## src/rtl/bus_xbar_arbiter.sv

```systemverilog
// Shared-bus arbiter/decoder: NUM_M masters onto NUM_S slaves, one transaction at a time,
// with decode-error responses and a data-phase watchdog. Define BUS_RR_ARB_EN for round-robin grants.
module bus_xbar_arbiter #(
    parameter int unsigned NUM_M    = 4,
    parameter int unsigned NUM_S    = 8,
    parameter int unsigned AW       = 32,
    parameter int unsigned DW       = 32,
    parameter int unsigned SEL_BITS = 4,
    parameter int unsigned TIMEOUT  = 255
) (
    input  logic                      clk,
    input  logic                      rst_n,
    input  logic [NUM_M-1:0]          m_req_i,
    input  logic [NUM_M-1:0]          m_we_i,
    input  logic [NUM_M*AW-1:0]       m_addr_i,
    input  logic [NUM_M*DW-1:0]       m_data_i,
    input  logic [NUM_M*(DW/8)-1:0]   m_wem_i,
    output logic [DW-1:0]             m_data_o,
    output logic [NUM_M-1:0]          m_addr_ok_o,
    output logic [NUM_M-1:0]          m_data_ok_o,
    output logic [NUM_M-1:0]          m_err_o,
    output logic [NUM_S-1:0]          s_req_o,
    output logic                      s_we_o,
    output logic [AW-1:0]             s_addr_o,
    output logic [DW-1:0]             s_data_o,
    output logic [DW/8-1:0]           s_wem_o,
    input  logic [NUM_S*DW-1:0]       s_data_i,
    input  logic [NUM_S-1:0]          s_addr_ok_i,
    input  logic [NUM_S-1:0]          s_data_ok_i,
    output logic [NUM_M-1:0]          grant_o,
    output logic                      hold_flag_o
);

    localparam int unsigned MW  = DW / 8;
    localparam int unsigned MIW = (NUM_M > 1) ? $clog2(NUM_M) : 1;
    localparam int unsigned WDW = 8;

    typedef enum logic [1:0] {
        ST_IDLE,
        ST_ADDR,
        ST_DATA,
        ST_ERR
    } state_e;

    state_e              state_q, state_d;
    logic [NUM_M-1:0]    grant_q, grant_d;
    logic [MIW-1:0]      gidx_q, gidx_d;
    logic [SEL_BITS-1:0] sel_q, sel_d;
    logic [WDW-1:0]      wdog_q, wdog_d;
`ifdef BUS_RR_ARB_EN
    logic [MIW-1:0]      rr_ptr_q, rr_ptr_d;
    logic                hi_vld;
    logic [MIW-1:0]      hi_idx;
`endif

    logic                lo_vld;
    logic [MIW-1:0]      lo_idx;
    logic                win_vld;
    logic [MIW-1:0]      win_idx;
    logic [SEL_BITS-1:0] win_sel;

    logic                g_req;
    logic                g_we;
    logic [AW-1:0]       g_addr;
    logic [DW-1:0]       g_data;
    logic [MW-1:0]       g_wem;

    logic [NUM_S-1:0]    sel_oh;
    logic                sl_addr_ok;
    logic                sl_data_ok;
    logic [DW-1:0]       sl_data;

    // Winner search: lowest requester overall, or lowest at/above rr_ptr with wrap-around
    always_comb begin
        lo_vld = 1'b0;
        lo_idx = '0;
`ifdef BUS_RR_ARB_EN
        hi_vld = 1'b0;
        hi_idx = '0;
`endif
        for (int i = int'(NUM_M) - 1; i >= 0; i--) begin
            if (m_req_i[i]) begin
                lo_vld = 1'b1;
                lo_idx = MIW'(i);
`ifdef BUS_RR_ARB_EN
                if (MIW'(i) >= rr_ptr_q) begin
                    hi_vld = 1'b1;
                    hi_idx = MIW'(i);
                end
`endif
            end
        end
        win_vld = lo_vld;
`ifdef BUS_RR_ARB_EN
        win_idx = hi_vld ? hi_idx : lo_idx;
`else
        win_idx = lo_idx;
`endif
    end

    // Slave select field of the winning master's address
    always_comb begin
        win_sel = '0;
        for (int i = 0; i < int'(NUM_M); i++) begin
            if (win_idx == MIW'(i)) begin
                win_sel = m_addr_i[i*AW + AW - SEL_BITS +: SEL_BITS];
            end
        end
    end

    // Payload of the currently granted master
    always_comb begin
        g_req  = 1'b0;
        g_we   = 1'b0;
        g_addr = '0;
        g_data = '0;
        g_wem  = '0;
        for (int i = 0; i < int'(NUM_M); i++) begin
            if (grant_q[i]) begin
                g_req  = m_req_i[i];
                g_we   = m_we_i[i];
                g_addr = m_addr_i[i*AW +: AW];
                g_data = m_data_i[i*DW +: DW];
                g_wem  = m_wem_i[i*MW +: MW];
            end
        end
    end

    // Response of the selected slave; an unmapped select matches nothing
    always_comb begin
        sel_oh     = '0;
        sl_addr_ok = 1'b0;
        sl_data_ok = 1'b0;
        sl_data    = '0;
        for (int s = 0; s < int'(NUM_S); s++) begin
            if (sel_q == SEL_BITS'(s)) begin
                sel_oh[s]  = 1'b1;
                sl_addr_ok = s_addr_ok_i[s];
                sl_data_ok = s_data_ok_i[s];
                sl_data    = s_data_i[s*DW +: DW];
            end
        end
    end

    always_ff @(posedge clk or negedge rst_n) begin
        if (!rst_n) begin
            state_q  <= ST_IDLE;
            grant_q  <= '0;
            gidx_q   <= '0;
            sel_q    <= '0;
            wdog_q   <= '0;
`ifdef BUS_RR_ARB_EN
            rr_ptr_q <= '0;
`endif
        end else begin
            state_q  <= state_d;
            grant_q  <= grant_d;
            gidx_q   <= gidx_d;
            sel_q    <= sel_d;
            wdog_q   <= wdog_d;
`ifdef BUS_RR_ARB_EN
            rr_ptr_q <= rr_ptr_d;
`endif
        end
    end

    // Next state and handshake responses
    always_comb begin
        state_d     = state_q;
        grant_d     = grant_q;
        gidx_d      = gidx_q;
        sel_d       = sel_q;
        wdog_d      = '0;
`ifdef BUS_RR_ARB_EN
        rr_ptr_d    = rr_ptr_q;
`endif
        s_req_o     = '0;
        m_addr_ok_o = '0;
        m_data_ok_o = '0;
        m_err_o     = '0;
        m_data_o    = '0;

        unique case (state_q)
            ST_IDLE: begin
                if (win_vld) begin
                    grant_d = NUM_M'(1) << win_idx;
                    gidx_d  = win_idx;
                    sel_d   = win_sel;
`ifdef BUS_RR_ARB_EN
                    rr_ptr_d = (32'(win_idx) + 32'd1 == NUM_M) ? '0 : win_idx + MIW'(1);
`endif
                    state_d = (32'(win_sel) < NUM_S) ? ST_ADDR : ST_ERR;
                end
            end

            ST_ADDR: begin
                s_req_o = sel_oh & {NUM_S{g_req}};
                if (!g_req) begin
                    state_d = ST_IDLE;
                    grant_d = '0;
                end else if (sl_addr_ok) begin
                    m_addr_ok_o = grant_q;
                    if (sl_data_ok) begin
                        m_data_ok_o = grant_q;
                        m_data_o    = sl_data;
                        state_d     = ST_IDLE;
                        grant_d     = '0;
                    end else begin
                        state_d = ST_DATA;
                    end
                end
            end

            ST_DATA: begin
                // A data_ok in the final watchdog cycle still completes normally
                if (sl_data_ok) begin
                    m_data_ok_o = grant_q;
                    m_data_o    = sl_data;
                    state_d     = ST_IDLE;
                    grant_d     = '0;
                end else if (wdog_q == WDW'(TIMEOUT - 1)) begin
                    m_data_ok_o = grant_q;
                    m_err_o     = grant_q;
                    state_d     = ST_IDLE;
                    grant_d     = '0;
                end else begin
                    wdog_d = wdog_q + WDW'(1);
                end
            end

            ST_ERR: begin
                m_addr_ok_o = grant_q;
                m_data_ok_o = grant_q;
                m_err_o     = grant_q;
                state_d     = ST_IDLE;
                grant_d     = '0;
            end

            default: begin
                state_d = ST_IDLE;
                grant_d = '0;
            end
        endcase
    end

    assign s_we_o      = g_we;
    assign s_addr_o    = g_addr;
    assign s_data_o    = g_data;
    assign s_wem_o     = g_wem;
    assign grant_o     = grant_q;
    assign hold_flag_o = (state_q != ST_IDLE) && (32'(gidx_q) >= 32'd2);

endmodule

```

## config.mk

```make
export PLATFORM = sky130hd
export DESIGN_NAME = bus_xbar_arbiter
export DESIGN_NICKNAME = d
export VERILOG_FILES = /design/src/rtl/bus_xbar_arbiter.sv
export SDC_FILE = /design/constraint.sdc
export NUM_CORES = 1
export LEC_CHECK = 0
export BUFFER_PORTS_ARGS = -buffer_cell sky130_fd_sc_hd__buf_4
export CAP_MARGIN = 15
export CORE_AREA = 5 5 265 267
export CTS_CLUSTER_DIAMETER = 30
export CTS_CLUSTER_SIZE = 24
export DETAILED_ROUTE_END_ITERATION = 12
export DIE_AREA = 0 0 270 272
export PLACE_DENSITY = 0.35
export SYNTH_ARGS = -nofsm -noshare
export SYNTH_HDL_FRONTEND = slang
export SYNTH_SLANG_ARGS = --single-unit
```

## constraint.sdc

```tcl
create_clock -name clk -period 5 [get_ports clk]
set_input_delay 0.75 -clock clk [delete_from_list [all_inputs] [get_ports clk]]
set_output_delay 0.75 -clock clk [all_outputs]
set_load 0.005 [all_outputs]
```

==> flow_metrics.py <==
metrics = {
    "status": {
        "status": "completed",
    },
    "yosys": {
        "synth-edff-count": 0,
        "synth_most_common_cell": "nor2_1",
        "syn-cell-area_sq_mm": 0.00548,
        "synth_nets": 1314,
        "synth.avg_cell_area_sq_um": 7.28,
        "yosysUniqueCellTypes": 49,
        "synth_top_flop_cell": "dfrtp_1",
        "ys_ff_latch": 19,
        "postSynthCellCount": 753,
        "yosys_warnings": 0,
        "ys_seq_area_frac": 0.0868,
        "yosys.area.top_type": "mux4_2",
        "yosys-top-cells-count": "nor2_1, nand2_1, a21oi_1, o21ai_0, a22oi_1",
        "synth_top_area_share": 0.243,
        "synthArstFlopShare": 1.00,
        "synthTopCellsByArea": "mux4_2, a22oi_1, nor2_1, dfrtp_1, a21oi_1",
    },
    "worst_setup_path": {
        "crit_path_start_kind": "register",
        "crit_slowest_cell": "nand4b_2",
        "r2r_cells": 7,
        "ff2ff_setup_slack_ns": 2.55,
        "cpPeakStageDelay_ns": 0.81,
        "endpoint_kind": "primary output",
        "crit_fanout": 32,
        "cp_top_family": "simple AND/OR/NAND/NOR gates",
        "cp.arrival_ns": 3.36,
        "worst-setup-path-type": "register to primary output",
        "crit_buf_inv": 1,
        "r2r_end": "grant_o[3]",
        "timing.rr.start": "sel_q[0]",
        "cp_cell_sequence": "or3b_1 > a21oi_1 > a31o_2 > a21o_1 > a21o_1 > nand4b_2 > nor2_1 > buf_4",
        "cp_common_cell": "a21o_1",
        "cp_data_required_time_ns": 4.25,
    },
    "timing": {
        "max_slew.worst_pin.slew_ns": 1.14,
        "fin_ws_ns": 0.892,
        "fin_skew_ns": 0.00411,
        "rsz0062_at_grt": "false",
        "setup_tns_ns": 0,
        "fin_crit_ns": 4.11,
        "timing.fmax_ghz": 0.243,
        "setup_viol": 0,
        "maxSlewViolCount": 0,
        "finalCritPeriodShare": 0.822,
        "slew_headroom": 0.243,
        "hold_viol": 0,
    },
    "detailed_routing": {
        "dr.pass1.iters": 5,
        "via_per_inst": 3.85,
        "vias": 8707,
        "ant_nets": 0,
        "drt_iter0_drc": 355,
        "wl_mm": 54.9,
        "drc": 0,
        "wl_per_cell_um": 24.2,
    },
    "floorplanning": {
        "die_y_um": 272,
        "rows": 96,
        "coreArea_sq_mm": 0.0679,
        "die_w_um": 270,
        "start_util": 0.0807,
        "die-area_sq_mm": 0.0734,
        "io_pins": 680,
    },
    "clock_tree": {
        "cts_tree": "yes",
        "cts_buffers": 3,
        "ctsHoldBuffers": 0,
        "cts-resized-gates": 0,
        "cts_buffer_depth": 2,
        "postCtsSetupBuffers": 0,
        "cts.sinks": 19,
        "clockRootBuffer": "clkbuf_16",
        "path_clk_slew_ns": 0.06,
        "htree_levels": 1,
        "worstSkewPairLatency_ns": 0.25,
    },
    "finish": {
        "fill_cells": 7856,
        "seqCellArea_sq_um": 495,
        "syn2layout_area_growth_pct": 111,
        "drive_gt1_frac": 0.566,
        "multi_input_area_sq_mm": 0.00465,
        "num-nets-final": 1928,
    },
    "flow_run": {
        "drv_cap": 0,
    },
    "pwr": {
        "ir_worst_vdd_mv": 0.289,
        "p_per_area_mw_per_mm2": 335,
        "leakagePower_nw": 5.24,
        "finalPower_mw": 3.88,
    },
    "placement": {
        "dp_hpwl_mm": 49.0,
        "gp_congestion": 0.871,
        "port_buffers": 679,
        "place_ws_ns": 1.12,
    },
    "global_routing": {
        "grt_max_degree": 88,
        "grt.total_usage": 0.138,
        "grt_antenna_before_repair": 25,
        "grt_first_pass_wirelength_mm": 73.2,
        "grt_overflow": 0,
        "grt_pass1_vias": 9238,
    },
    "hold_path": {
        "worstHoldPathType": "input pin to async pin",
    },
}
[power by group]
part           switching [mW]  internal (mW)  total (mW)
combinational            1.79           1.59        3.39
clock                  0.0603          0.107       0.168
sequential              0.117          0.204       0.320
total                    1.97           1.91        3.88
[worst reg2reg max path: stages, from the launching register on]
cell	delay [ns]
dfrtp_4	0.61
or3b_1	0.45
a21oi_1	0.14
a31oi_1	0.08
o22a_1	0.28
o21ai_1	0.31
nand2_1	0.20
a22o_1	0.26
[flip-flops by register name, summed over array words and instances, names as in the netlist]
| register | cells |
|---|---|
| wdog_q | 8 |
| gidx_q | 1 |
| grant_o | 4 |
| sel_q | 4 |
| state_q | 2 |
[metal layers]
metal  part of all wire  up-vias  GRT usage
met5             0.0015        -          0
met4              0.024       12     0.0527
met3              0.088       52     0.0466
met2               0.52      511      0.249
met1               0.37     4073      0.149
li1                   -     4059          -
[placed cells by master (no fill, tap or decap), types with 5 or more instances in the layout]
| master | netlist | routed |
|---|---|---|
| nor3_1 | 6 | 6 |
| dfrtp_1 | 19 | 13 |
| inv_1 | 8 | 8 |
| nor2b_1 | 11 | 10 |
| mux4_2 | 59 | 59 |
| nand2b_1 | 9 | 9 |
| nor2_1 | 128 | 128 |
| nand3_1 | 5 | 5 |
| mux2i_1 | 31 | 31 |
| nand2_1 | 89 | 89 |
| xor2_1 | 5 | 5 |
| a21oi_1 | 87 | 87 |
| buf_4 | 3 | 689 |
| o22ai_1 | 8 | 8 |
| a22oi_1 | 70 | 70 |
| mux2_2 | 6 | 6 |
| and2_1 | 9 | 9 |
| ha_1 | 7 | 7 |
| diode_2 | 0 | 16 |
| o21ai_0 | 72 | 72 |
| dfrtp_4 | 0 | 5 |
[stage by stage]
stage | util | instance area [sq um] | hold slack [ns] | std cells
floorplan | - | 5480 | 0.454 | 753
global route | 0.170 | 11600 | 0.390 | 2259
detailed placement | 0.169 | 11500 | 0.480 | 2244
CTS | 0.170 | 11500 | 0.377 | 2248
finish | 0.171 | 11600 | 0.367 | 2264
global placement | 0.169 | 11500 | 0.470 | 2244
[final cells by class]
class,count,share of cell area
multi-input cells,646,0.402
inverters,8,0.00260
well taps,882,0.0954
clock inverters,1,0.000433
clock buffers,3,0.00649
repair buffers,689,0.447
flip-flops and latches,19,0.0428
diodes,16,0.00346
[cell families after synthesis]
logic type / synth area share
AO/OA/AOI/OAI: 0.299
XOR/XNOR: 0.00959
adder cells (fa/ha/maj): 0.0160
buffers and inverters: 0.0660
flip-flops: 0.0868
multiplexers: 0.311
AND/OR/NAND/NOR: 0.211
[worst max-delay path by stage]
stage	from	to	slack [ns]	depth (start not counted)
global placement	sel_q[0]	m_data_o[2]	1.24	6
CTS	sel_q[0]	m_data_o[25]	0.89	8
global route	sel_q[0]	m_data_o[26]	0.71	8
floorplan	m_req_i[2]	m_data_ok_o[0]	2.15	8
finish	sel_q[0]	m_data_o[29]	0.89	8
detailed placement	m_req_i[2]	m_data_o[25]	1.12	9
No activity file was read; power rests on OpenSTA's default activity.
